$ cat config.mk
export PLATFORM = sky130hd
export DESIGN_NAME = msx_audio_mixer
export DESIGN_NICKNAME = d
export VERILOG_FILES = /design/src/rtl/msx_audio_mixer.sv
export SDC_FILE = /design/constraint.sdc
export NUM_CORES = 1
export LEC_CHECK = 0
export ABC_AREA = 1
export CORE_UTILIZATION = 24
export DETAILED_ROUTE_END_ITERATION = 6
export SLEW_MARGIN = 20
export SYNTH_ARGS = -nofsm -noshare
export SYNTH_HDL_FRONTEND = slang
export SYNTH_SLANG_ARGS = --single-unit
export TNS_END_PERCENT = 100
$ cat constraint.sdc
create_clock -name clk_sys -period 10.7 [get_ports clk_sys]
set_input_delay 1.605 -clock clk_sys [delete_from_list [all_inputs] [get_ports clk_sys]]
set_output_delay 1.605 -clock clk_sys [all_outputs]
set_load 0.01 [all_outputs]
$ cat src/rtl/msx_audio_mixer.sv
// msx_audio_mixer: multi-channel sample mixer with per-channel gain and pan.
// A ce_sample strobe snapshots all channel inputs. The mixer then adds one
// channel per cycle into separate left and right accumulators. After that it
// applies the master attenuation, clamps each side to OUT_W bits, and
// presents the result with a one-cycle out_valid pulse.
module msx_audio_mixer #(
  parameter int NCH    = 8,
  parameter int IN_W   = 16,
  parameter int OUT_W  = 16,
  parameter int GAIN_W = 4
) (
  input  logic                     clk_sys,
  input  logic                     reset,
  input  logic                     ce_sample,
  input  logic [NCH*IN_W-1:0]      ch_in,
  input  logic [NCH*GAIN_W-1:0]    ch_gain,
  input  logic [NCH*2-1:0]         ch_pan,
  input  logic [2:0]               master_vol,
  input  logic                     clip_clr,
  output logic signed [OUT_W-1:0]  out_l,
  output logic signed [OUT_W-1:0]  out_r,
  output logic                     out_valid,
  output logic                     busy,
  output logic                     clip_l,
  output logic                     clip_r,
  output logic                     overrun
);

  localparam int IDX_W  = $clog2(NCH);
  localparam int PROD_W = OUT_W + GAIN_W + 1;
  localparam int ACC_W  = OUT_W + GAIN_W + $clog2(NCH) + 1;

  localparam logic signed [ACC_W-1:0] SAT_MAX =
    {{(ACC_W-OUT_W+1){1'b0}}, {(OUT_W-1){1'b1}}};
  localparam logic signed [ACC_W-1:0] SAT_MIN =
    {{(ACC_W-OUT_W+1){1'b1}}, {(OUT_W-1){1'b0}}};

  typedef enum logic [1:0] {
    S_IDLE,
    S_ACCUM,
    S_SCALE,
    S_SAT
  } state_t;

  state_t state, state_next;

  logic [NCH*IN_W-1:0]     in_q;
  logic [NCH*GAIN_W-1:0]   gain_q;
  logic [NCH*2-1:0]        pan_q;
  logic [2:0]              vol_q;

  logic [IDX_W-1:0]        idx;
  logic signed [ACC_W-1:0] acc_l, acc_r;

  logic signed [IN_W-1:0]   sample;
  logic [GAIN_W-1:0]        gain;
  logic [1:0]               pan;
  logic signed [OUT_W-1:0]  samp_ext;
  logic signed [PROD_W-1:0] prod;
  logic                     to_l, to_r;
  logic                     last_ch;

  logic [3:0]               shamt;
  logic signed [ACC_W-1:0]  scaled_l, scaled_r;
  logic signed [OUT_W-1:0]  sat_l, sat_r;
  logic                     hit_l, hit_r;

  assign busy    = (state != S_IDLE);
  assign last_ch = (idx == IDX_W'(NCH - 1));

  // State register; reset wins over everything, including a coincident ce_sample.
  always_ff @(posedge clk_sys) begin
    // NOTE: sequential state uses non-blocking assignments so every flop sees pre-edge values.
    if (reset) state <= S_IDLE;
    else       state <= state_next;
  end

  // Next-state decode: one ACCUM cycle per channel, then SCALE, then SAT.
  always_comb begin
    // NOTE: default assigned first so no path leaves state_next unassigned (no latch).
    state_next = state;
    case (state)
      S_IDLE:  if (ce_sample) state_next = S_ACCUM;
      S_ACCUM: if (last_ch)   state_next = S_SCALE;
      S_SCALE: state_next = S_SAT;
      S_SAT:   state_next = S_IDLE;
      default: state_next = S_IDLE;
    endcase
  end

  // Snapshot of all mix inputs, taken when a mix starts from IDLE.
  always_ff @(posedge clk_sys) begin
    // NOTE: snapshot registers carry no reset; they are always reloaded before being read.
    if (state == S_IDLE && ce_sample) begin
      in_q   <= ch_in;
      gain_q <= ch_gain;
      pan_q  <= ch_pan;
      vol_q  <= master_vol;
    end
  end

  // Current-channel product: the sample is aligned to OUT_W and scaled by the unsigned gain.
  always_comb begin
    sample   = in_q[idx*IN_W +: IN_W];
    gain     = gain_q[idx*GAIN_W +: GAIN_W];
    pan      = pan_q[idx*2 +: 2];
    samp_ext = OUT_W'(sample) <<< (OUT_W - IN_W);
    prod     = PROD_W'(samp_ext) * PROD_W'($signed({1'b0, gain}));
    to_l     = (pan == 2'b00) || (pan == 2'b01);
    to_r     = (pan == 2'b00) || (pan == 2'b10);
  end

  // Master attenuation (unity gain is 8, hence the extra 3) and clamp to OUT_W.
  always_comb begin
    shamt    = 4'd3 + {1'b0, vol_q};
    scaled_l = acc_l >>> shamt;
    scaled_r = acc_r >>> shamt;
    hit_l    = 1'b0;
    hit_r    = 1'b0;
    sat_l    = scaled_l[OUT_W-1:0];
    sat_r    = scaled_r[OUT_W-1:0];
    if (scaled_l > SAT_MAX) begin
      sat_l = SAT_MAX[OUT_W-1:0];
      hit_l = 1'b1;
    end else if (scaled_l < SAT_MIN) begin
      sat_l = SAT_MIN[OUT_W-1:0];
      hit_l = 1'b1;
    end
    if (scaled_r > SAT_MAX) begin
      sat_r = SAT_MAX[OUT_W-1:0];
      hit_r = 1'b1;
    end else if (scaled_r < SAT_MIN) begin
      sat_r = SAT_MIN[OUT_W-1:0];
      hit_r = 1'b1;
    end
  end

  // Accumulate channels, then register the clamped result so it is visible
  // together with out_valid for the whole SAT cycle.
  always_ff @(posedge clk_sys) begin
    if (reset) begin
      acc_l     <= '0;
      acc_r     <= '0;
      idx       <= '0;
      out_l     <= '0;
      out_r     <= '0;
      out_valid <= 1'b0;
    end else begin
      out_valid <= 1'b0;
      case (state)
        S_IDLE: begin
          if (ce_sample) begin
            acc_l <= '0;
            acc_r <= '0;
            idx   <= '0;
          end
        end
        S_ACCUM: begin
          if (to_l) acc_l <= acc_l + ACC_W'(prod);
          if (to_r) acc_r <= acc_r + ACC_W'(prod);
          idx <= idx + 1'b1;
        end
        S_SCALE: begin
          out_l     <= sat_l;
          out_r     <= sat_r;
          out_valid <= 1'b1;
        end
        default: ;
      endcase
    end
  end

  // Sticky status flags. A new set condition takes priority over clip_clr.
  always_ff @(posedge clk_sys) begin
    if (reset) begin
      clip_l  <= 1'b0;
      clip_r  <= 1'b0;
      overrun <= 1'b0;
    end else begin
      if (state == S_SCALE && hit_l) clip_l <= 1'b1;
      else if (clip_clr)             clip_l <= 1'b0;
      if (state == S_SCALE && hit_r) clip_r <= 1'b1;
      else if (clip_clr)             clip_r <= 1'b0;
      if (ce_sample && busy)         overrun <= 1'b1;
      else if (clip_clr)             overrun <= 1'b0;
    end
  end

endmodule

# [Word level (Yosys, flattened, before mapping)]
# Index checks and enable logic that the tools add are counted.
[totals] out_inout_bits=37 ff_bits=268 input_bits=183 elab_cells=78
[op_classes] shift=5 n_addsub=4 n_reduce_logical=17 magnitude_cmp=4 n_mux=23 n_eq_ne=10 multipliers=1
[ops] operator="$shiftx 128x8->16" n=1
[ops] operator="$pmux 24 s2" n=2
[ops] operator="$mux 24" n=3
[ops] operator="$mux 16" n=4
[ops] operator="$add 24x21->24" n=2
[ops] operator="$gt 24x16->1 const B" n=2
[ops] operator="$lt 24x16->1 const B" n=2
[ops] operator="$sshr 24x4->24" n=2
[ops] operator="$shiftx 32x6->4" n=1
[ops] operator="$mul 16x5->21" n=1
[ops] operator="$shiftx 16x5->2" n=1
[ops] operator="$reduce_bool 2->1" n=5
[ops] operator="$mux 1" n=9
[ops] operator="$ne 2x2->1 const B" n=4
[ops] operator="$pmux 2 s4" n=1
[ops] operator="$eq 2x2->1 const B" n=3
[ops] operator="$pmux 3 s2" n=1
[ops] operator="$reduce_and 3->1" n=2
[ops] operator="$add 2x3->4 const A" n=1
[ops] operator="$eq 2x1->1 const B" n=2
[ops] operator="$logic_and 1x1->1" n=4
[ops] operator="$logic_not 2->1" n=2
[ops] operator="$mux 2" n=2
[ops] operator="$reduce_and 2->1" n=2
[ops] operator="4 further kinds" n=5

# [Longest topological paths before layout]
# Gate-level depths: netlist of run 1.
[depth] ltp_word=7 ltp_mapped=41 depth_no_buf=36

# [Worst setup path after synthesis of run 1]
# Ideal clock, no wire load.
[synth_timing] path_kind="input to register" start="in ce_sample" end="reg acc_l[13]" cell_stages=8 setup_slack_ps=4497 arrival_ps=6088 path_cell_list="nand2_1 -> inv_1 -> a21oi_1 -> inv_1 -> nand2_1 -> inv_1 -> nor2_1 -> o21a_1"
[synth_between] elab_chain_cells=2
[synth_rtl] element="from (decl)" line="14" rtl="input logic ce_sample,"
[synth_rtl] element="$ne 2x2->1 (no source line)"
[synth_rtl] element="$reduce_and 3->1 (no source line)"
[synth_rtl] element="to (signal assigned)" line="159" rtl="if (to_l) acc_l <= acc_l + ACC_W'(prod);"
[synth_rtl] element="to (decl)" line="53" rtl="logic signed [ACC_W-1:0] acc_l, acc_r;"
# No other way between the ends.
# A chain may end at the register's enable or synchronous reset.

# [Worst setup path after layout of run 1]
[layout_timing] start="reg idx[0]" end="reg acc_l[21]"
[layout_between] elab_chain_cells=5 elab_cells_between_ends=12 classes_between="1 x add/sub; 1 x mul; 2 x eq/ne; 3 x shift; 2 x mux; 3 x reduce/logical"
[layout_rtl] element="from (decl)" line="52" rtl="logic [IDX_W-1:0] idx;"
[layout_rtl] element="from (signal assigned)" line="161" rtl="idx <= idx + 1'b1;"
[layout_rtl] element="$shiftx 128x8->16 (tied with other cells)" line="104" rtl="sample = in_q[idx*IN_W +: IN_W];"
[layout_rtl] element="$mul 16x5->21 (tied with other cells)" line="108" rtl="prod = PROD_W'(samp_ext) * PROD_W'($signed({1'b0, gain}));"
[layout_rtl] element="$add 24x21->24 or $logic_or 1x1->1 (tied branches)" line="159, 109"
[layout_rtl] element="$mux 24 or $ne 2x2->1 (tied branches)"
[layout_rtl] element="$pmux 24 s2 or $reduce_and 3->1 (tied branches)"
# Several ways; a longest one is shown, not always the timed one. The select of a mux whose other input is x is not followed.

==> results of run 1 <==
placed cells by master, fill, tap and decap left out, types with 7 or more instances in the layout:
cell type,n
o21ai_0,268
ha_1,95
a22o_1,7
xor2_1,13
a21oi_1,181
nand4_1,7
nand2_1,487
o221ai_1,7
nor3_1,8
nor2_1,201
clkdlybuf4s50_1,218
inv_1,216
o21bai_1,8
o21ai_1,12
xnor2_1,9
buf_4,15
o22ai_1,36
clkbuf_1,8
clkbuf_16,31
o211ai_1,11
nor4_1,8
edfxtp_1,179
dfxtp_1,88
nand3_1,111
inv_2,7
a21oi_2,10
a21o_1,13
fa_1,35
state kept, by name, summed over array words and instances, names as in the netlist:
signal	cells
out_r	16
pan_q	16
state	2
idx	3
out_l	16
acc_r	24
clip_l	1
acc_l	24
out_valid	1
overrun	1
vol_q	3
in_q	128
clip_r	1
gain_q	32
critical path, delay by kind of cell (launching register included):
kind | cells | cell delay, ps
adders and majority gates | 5 | 2070
AOI/OAI and AO/OA | 10 | 1930
buffers and inverters | 7 | 1360
and+or+nand+nor | 7 | 1190
DFF | 1 | 420
xor gates and xnor gates | 1 | 270
area by class of cell:
type                    count  area [µm²]
flip-flops and latches    268        7160
multi-input cells        1571        8700
repair buffers            234        2300
well taps                 940        1180
fillers                  7552       49200
clock buffers              41         833
clock inverters            13         126
inverters                 226         856
cell families (layout without fill, tap and decap cells):
kind of cell,Yosys count,count (layout),synth area share
simple gates,839,839,0.197
compound gates,578,578,0.187
buf+inv,321,514,0.0764
flops,268,268,0.417
fa+ha+maj,130,130,0.110
xor+xnor,23,23,0.0122
mux,1,1,0.000583
routing by layer:
metal	up-vias	track usage	wire (µm)
met5	-	0	40
met4	6	0.0344	1250
met3	70	0.0240	3170
met2	411	0.218	22700
met1	6890	0.191	23900
li1	7674	-	-
metrics by stage:
stage               worst slack, ps  instance area, µm²  cells  hold slack, ps  utilization
finish                         3230               21100   3293             464        0.300
global route                   2470               21100   3293             489        0.300
CTS                            3170               21100   3293             463        0.300
detailed placement             3230               20200   3239             455        0.287
global placement               3190               20200   3239             452        0.287
floorplan                      4500               17200   2160             453            -
how the worst max path moves through the flow:
stage	startpoint	to	slack, ps	cells after the start
6_report	idx[0]	acc_l[21]	3230	30
4_1_cts	idx[0]	acc_l[21]	3170	30
3_5_place_dp	idx[0]	acc_l[21]	3230	30
2_1_floorplan	ce_sample	acc_l[13]	4500	8
3_3_place_gp	idx[0]	acc_r[22]	3190	29
5_1_grt	idx[0]	acc_l[21]	2470	30
==> key figures, run 1 <==
Min path
  • Hold/Removal Path Class: register to register
  • Hold Path End: out_r[12]
  • Hold path depth: 2
  • Hold_sp: out_r[12]

Drt
  • Vias/cell: 4.57
  • ANT nets after route: 0
  • Number of remaining DRC errors: 0
  • DRT Wirelength: 51000 µm
  • DR vias: 15.1k
  • First-pass DRT Iterations: 5
  • Iter 0 DRT Violations: 1096
  • DR WL/cell: 15.5 µm

Final layout
  • Share of layout cells above drive strength 1: 0.0408
  • Synth-to-layout area growth: 23.2%
  • # diodes: 0
  • Fin nets: 2644

Clock tree
  • Clock Path Buffers: 3
  • Post-CTS Setup Bufs: 0
  • CTS tree: done
  • Clock sinks: 268
  • Clock H-tree levels: 1
  • Worst-Skew Late Latency: 620 ps
  • Resize count post-CTS: 0
  • CTS buffer count: 30
  • Root Buffer: clkbuf_16
  • Worst-path clk slew: 60 ps
  • Cts hold-fix bufs: 0

Die
  • Die Y-Extent: 269 µm
  • I/O pin cnt: 220
  • Initial Util: 0.244
  • Die ar.: 72600 µm²
  • Num rows: 97
  • Core Region: 70400 µm²
  • Chip width: 269 µm

Logic synthesis
  • Syn nets: 2473
  • Gate Count Post-Synth: 2160
  • Cell Area, Synth: 17200 µm²
  • Yosys top cell by area: edfxtp_1
  • Asr flop ratio synth: 0
  • Post-Syn Area per Cell: 7.95 µm²
  • Post-synth cell types: 52
  • Post-synth EDFFs: 179
  • Sequential area share after synthesis: 0.417
  • Top FF cell, synth: edfxtp_1
  • Post-synth top area share: 0.313
  • Synth top area cells: edfxtp_1 (31%), nand2_1 (11%), dfxtp_1 (10%)
  • Leading cell types by count after synthesis: nand2_1 (487), o21ai_0 (268), inv_1 (217)
  • #FFs+latches synth: 268
  • Yosys warnings: 0
  • Cell with the most instances after synthesis: nand2_1

STA
  • TNS Setup: 0 ps
  • RSZ-0062 raised after global routing: no
  • Worst clock skew: 42.7 ps
  • Worst-Margin Slew: 1010 ps
  • F_max: 0.134 GHz
  • Fin. Hold Viols: 0
  • Slew headroom: 0.326
  • # setup viols final: 0
  • Fin crit share: 0.698
  • Count of pins over their slew limit: 0
  • Crit path time final: 7470 ps

Global route
  • Gr usage total: 0.137
  • First-pass GRT wire length: 79800 µm
  • Number of global-route vias before repair: 14.3k
  • Largest net degree at the start of global routing: 80
  • GRT Residual Overflow: 0
  • Initial antenna violation count: 3

Status
  • Status: complete, no violations

Critical path
  • Critical Path RT: 11140 ps
  • Worst setup EP type: register
  • Worst R2R End: acc_l[21]
  • Slowest cell on crit path: buf_4
  • Reg2reg start: idx[0]
  • Worst R2R Path Depth: 30
  • R2r setup slk: 3230 ps
  • CP peak stage delay: 560 ps
  • CP Class: register to register
  • Worst EP arrival: 7910 ps
  • CP Max Fanout: 60
  • Worst setup SP type: register

Placed design
  • GPL Wtd Cong: 0.914
  • I/O Buffers: 219
  • Hpwl dp: 39200 µm

Run
  • Max-cap check violation count: 0
Power of run 1 is not shown: default switching activity piles up to over one toggle a cycle in this logic, so the estimate is an artifact.
==> run 2: changes to the inputs <==
Clock period 10.7 ns to 7.01 ns, I/O delays scaled along.
==> key figures, run 2 (synthesized netlist as in run 1, its figures left out) <==
Global route
  • Largest net degree at the start of global routing: 92 (+15%)
  • Initial antenna violation count: 2 (-1)
  • Number of global-route vias before repair: 14.2k (-0.36%)
  • First-pass GRT wire length: 79800 µm (+0.12%)
  • Gr usage total: 0.137 (-0.000673)
  • GRT Residual Overflow: 0 (unchanged)

STA
  • # setup viols final: 0 (unchanged)
  • Count of pins over their slew limit: 0 (unchanged)
  • RSZ-0062 raised after global routing: yes
  • Worst clock skew: 51.4 ps (+8.75 ps)
  • F_max: 0.154 GHz (+15%)
  • Crit path time final: 6480 ps (-996 ps)
  • Worst-Margin Slew: 919 ps (-91.9 ps)
  • Fin crit share: 0.924 (+0.226)
  • Hold Worst Slack: 462 ps (-1.91 ps)
  • Fin. Hold Viols: 0 (unchanged)
  • Slew headroom: 0.386 (+0.0598)

Critical path
  • Critical Path RT: 7510 ps (-3630 ps)
  • CP Class: register to register
  • R2r setup slk: 530 ps (-2690 ps)
  • Worst setup SP type: register
  • Worst path buffer plus inverter count: 6 (-1)
  • CP top delay family: adder cells
  • Worst R2R Path Depth: 31 (+3.3%)
  • CP peak stage delay: 550 ps (about the same)
  • Worst setup EP type: register
  • Worst EP arrival: 6970 ps (-940 ps)
  • Worst R2R End: acc_l[21]
  • Slowest cell on crit path: fa_1
  • CP Max Fanout: 44 (-27%)
  • Reg2reg start: idx[1]

Die
  • I/O pin cnt: 220 (unchanged)
  • Die Y-Extent: 269 µm (unchanged)
  • Initial Util: 0.244 (unchanged)
  • Die ar.: 72600 µm² (unchanged)
  • Chip width: 269 µm (unchanged)
  • Num rows: 97 (unchanged)
  • Core Region: 70400 µm² (unchanged)

Placed design
  • I/O Buffers: 219 (unchanged)
  • Placed Cells: 3246 (+0.22%)
  • Hpwl dp: 39200 µm (about the same)
  • GPL Wtd Cong: 0.923 (+0.97%)

Drt
  • Number of remaining DRC errors: 0 (unchanged)
  • Iter 0 DRT Violations: 1180 (+7.7%)
  • DR vias: 15.3k (+1.4%)
  • First-pass DRT Iterations: 5 (unchanged)
  • Vias/cell: 4.62 (+1.0%)
  • DR WL/cell: 15.7 µm (+1.2%)
  • ANT nets after route: 0 (unchanged)
  • DRT Wirelength: 51800 µm (+1.6%)

Clock tree
  • Clock Path Buffers: 3 (unchanged)
  • Clock sinks: 268 (unchanged)
  • Worst-Skew Late Latency: 620 ps (about the same)
  • CTS buffer count: 30 (unchanged)
  • Resize count post-CTS: 0 (unchanged)
  • Root Buffer: clkbuf_16
  • Post-CTS Setup Bufs: 0 (unchanged)
  • Clock H-tree levels: 1 (unchanged)
  • Cts hold-fix bufs: 0 (unchanged)
  • Worst-path clk slew: 60 ps (about the same)
  • CTS tree: done

Run
  • Max-cap check violation count: 0 (unchanged)

Min path
  • Hold/Removal Path Class: register to register
  • Hold Path End: out_l[15]
  • Hold_sp: out_l[15]
  • Hold path depth: 2 (unchanged)

Final layout
  • Filler cells: 7476 (-1.0%)
  • Share of layout cells above drive strength 1: 0.0516 (+0.0108)
  • Max reg flops: 128 (unchanged)
  • Fin nets: 2653 (+0.34%)
  • Synth-to-layout area growth: 24.8%
  • Non-Filler Instances: 3305 (+0.36%)
  • Most frequent cells in the layout: nand2_1 (486), o21ai_0 (264), clkdlybuf4s50_1 (218)
  • Largest registers: in_q x128, gain_q x32
  • Largest Register: in_q
  • Most common cell after layout, fill and taps aside: nand2_1

Status
  • Status: complete, no violations
-- run 2: through the flow --
step / TNS, ps / util / setup WS (ps) / cell area (µm²)
after floorplan: 0 / - / 1080 / 17200
after global placement: 0 / 0.288 / 514 / 20300
after detailed placement: 0 / 0.288 / 470 / 20300
after CTS: 0 / 0.303 / 390 / 21300
after global routing: -76.1 / 0.304 / -76.1 / 21400
final: 0 / 0.304 / 535 / 21400
-- run 2: per-layer routing --
layer,wire length [µm],global-route usage,vias up
met5,13,0,-
met4,693,0.0212,2
met3,3440,0.0224,41
li1,-,-,7689
met1,24300,0.190,7044
met2,23400,0.224,485
-- run 2: worst max-delay path by stage --
stage / from / to / slack [ps] / cells past startpoint
CTS: idx[0] / acc_l[23] / 390 / 33
detailed placement: idx[0] / acc_l[23] / 470 / 33
floorplan: idx[0] / acc_r[23] / 1080 / 36
global route: idx[1] / acc_l[21] / -80 / 31
global placement: idx[0] / acc_l[23] / 510 / 33
finish: idx[1] / acc_l[21] / 530 / 31
-- run 2: cell type report --
cell class,instances,area (µm²),share of cell area
Clock inverter,22,240,0.0112
Tap cell,940,1180,0.0549
Multi-Input combinational cell,1571,8750,0.408
Clock buffer,34,776,0.0362
Timing Repair Buffer,243,2460,0.115
Antenna cell,1,2.50,0.000117
Inverter,226,858,0.0401
Sequential cell,268,7160,0.334
-- run 2: worst min-delay path, delay by kind of cell (launching register included) --
family / cells / cell delay (ps)
flops: 1 / 310
simple gates: 1 / 60
compound gates: 1 / 50
Power of run 2 is left out for the same reason.
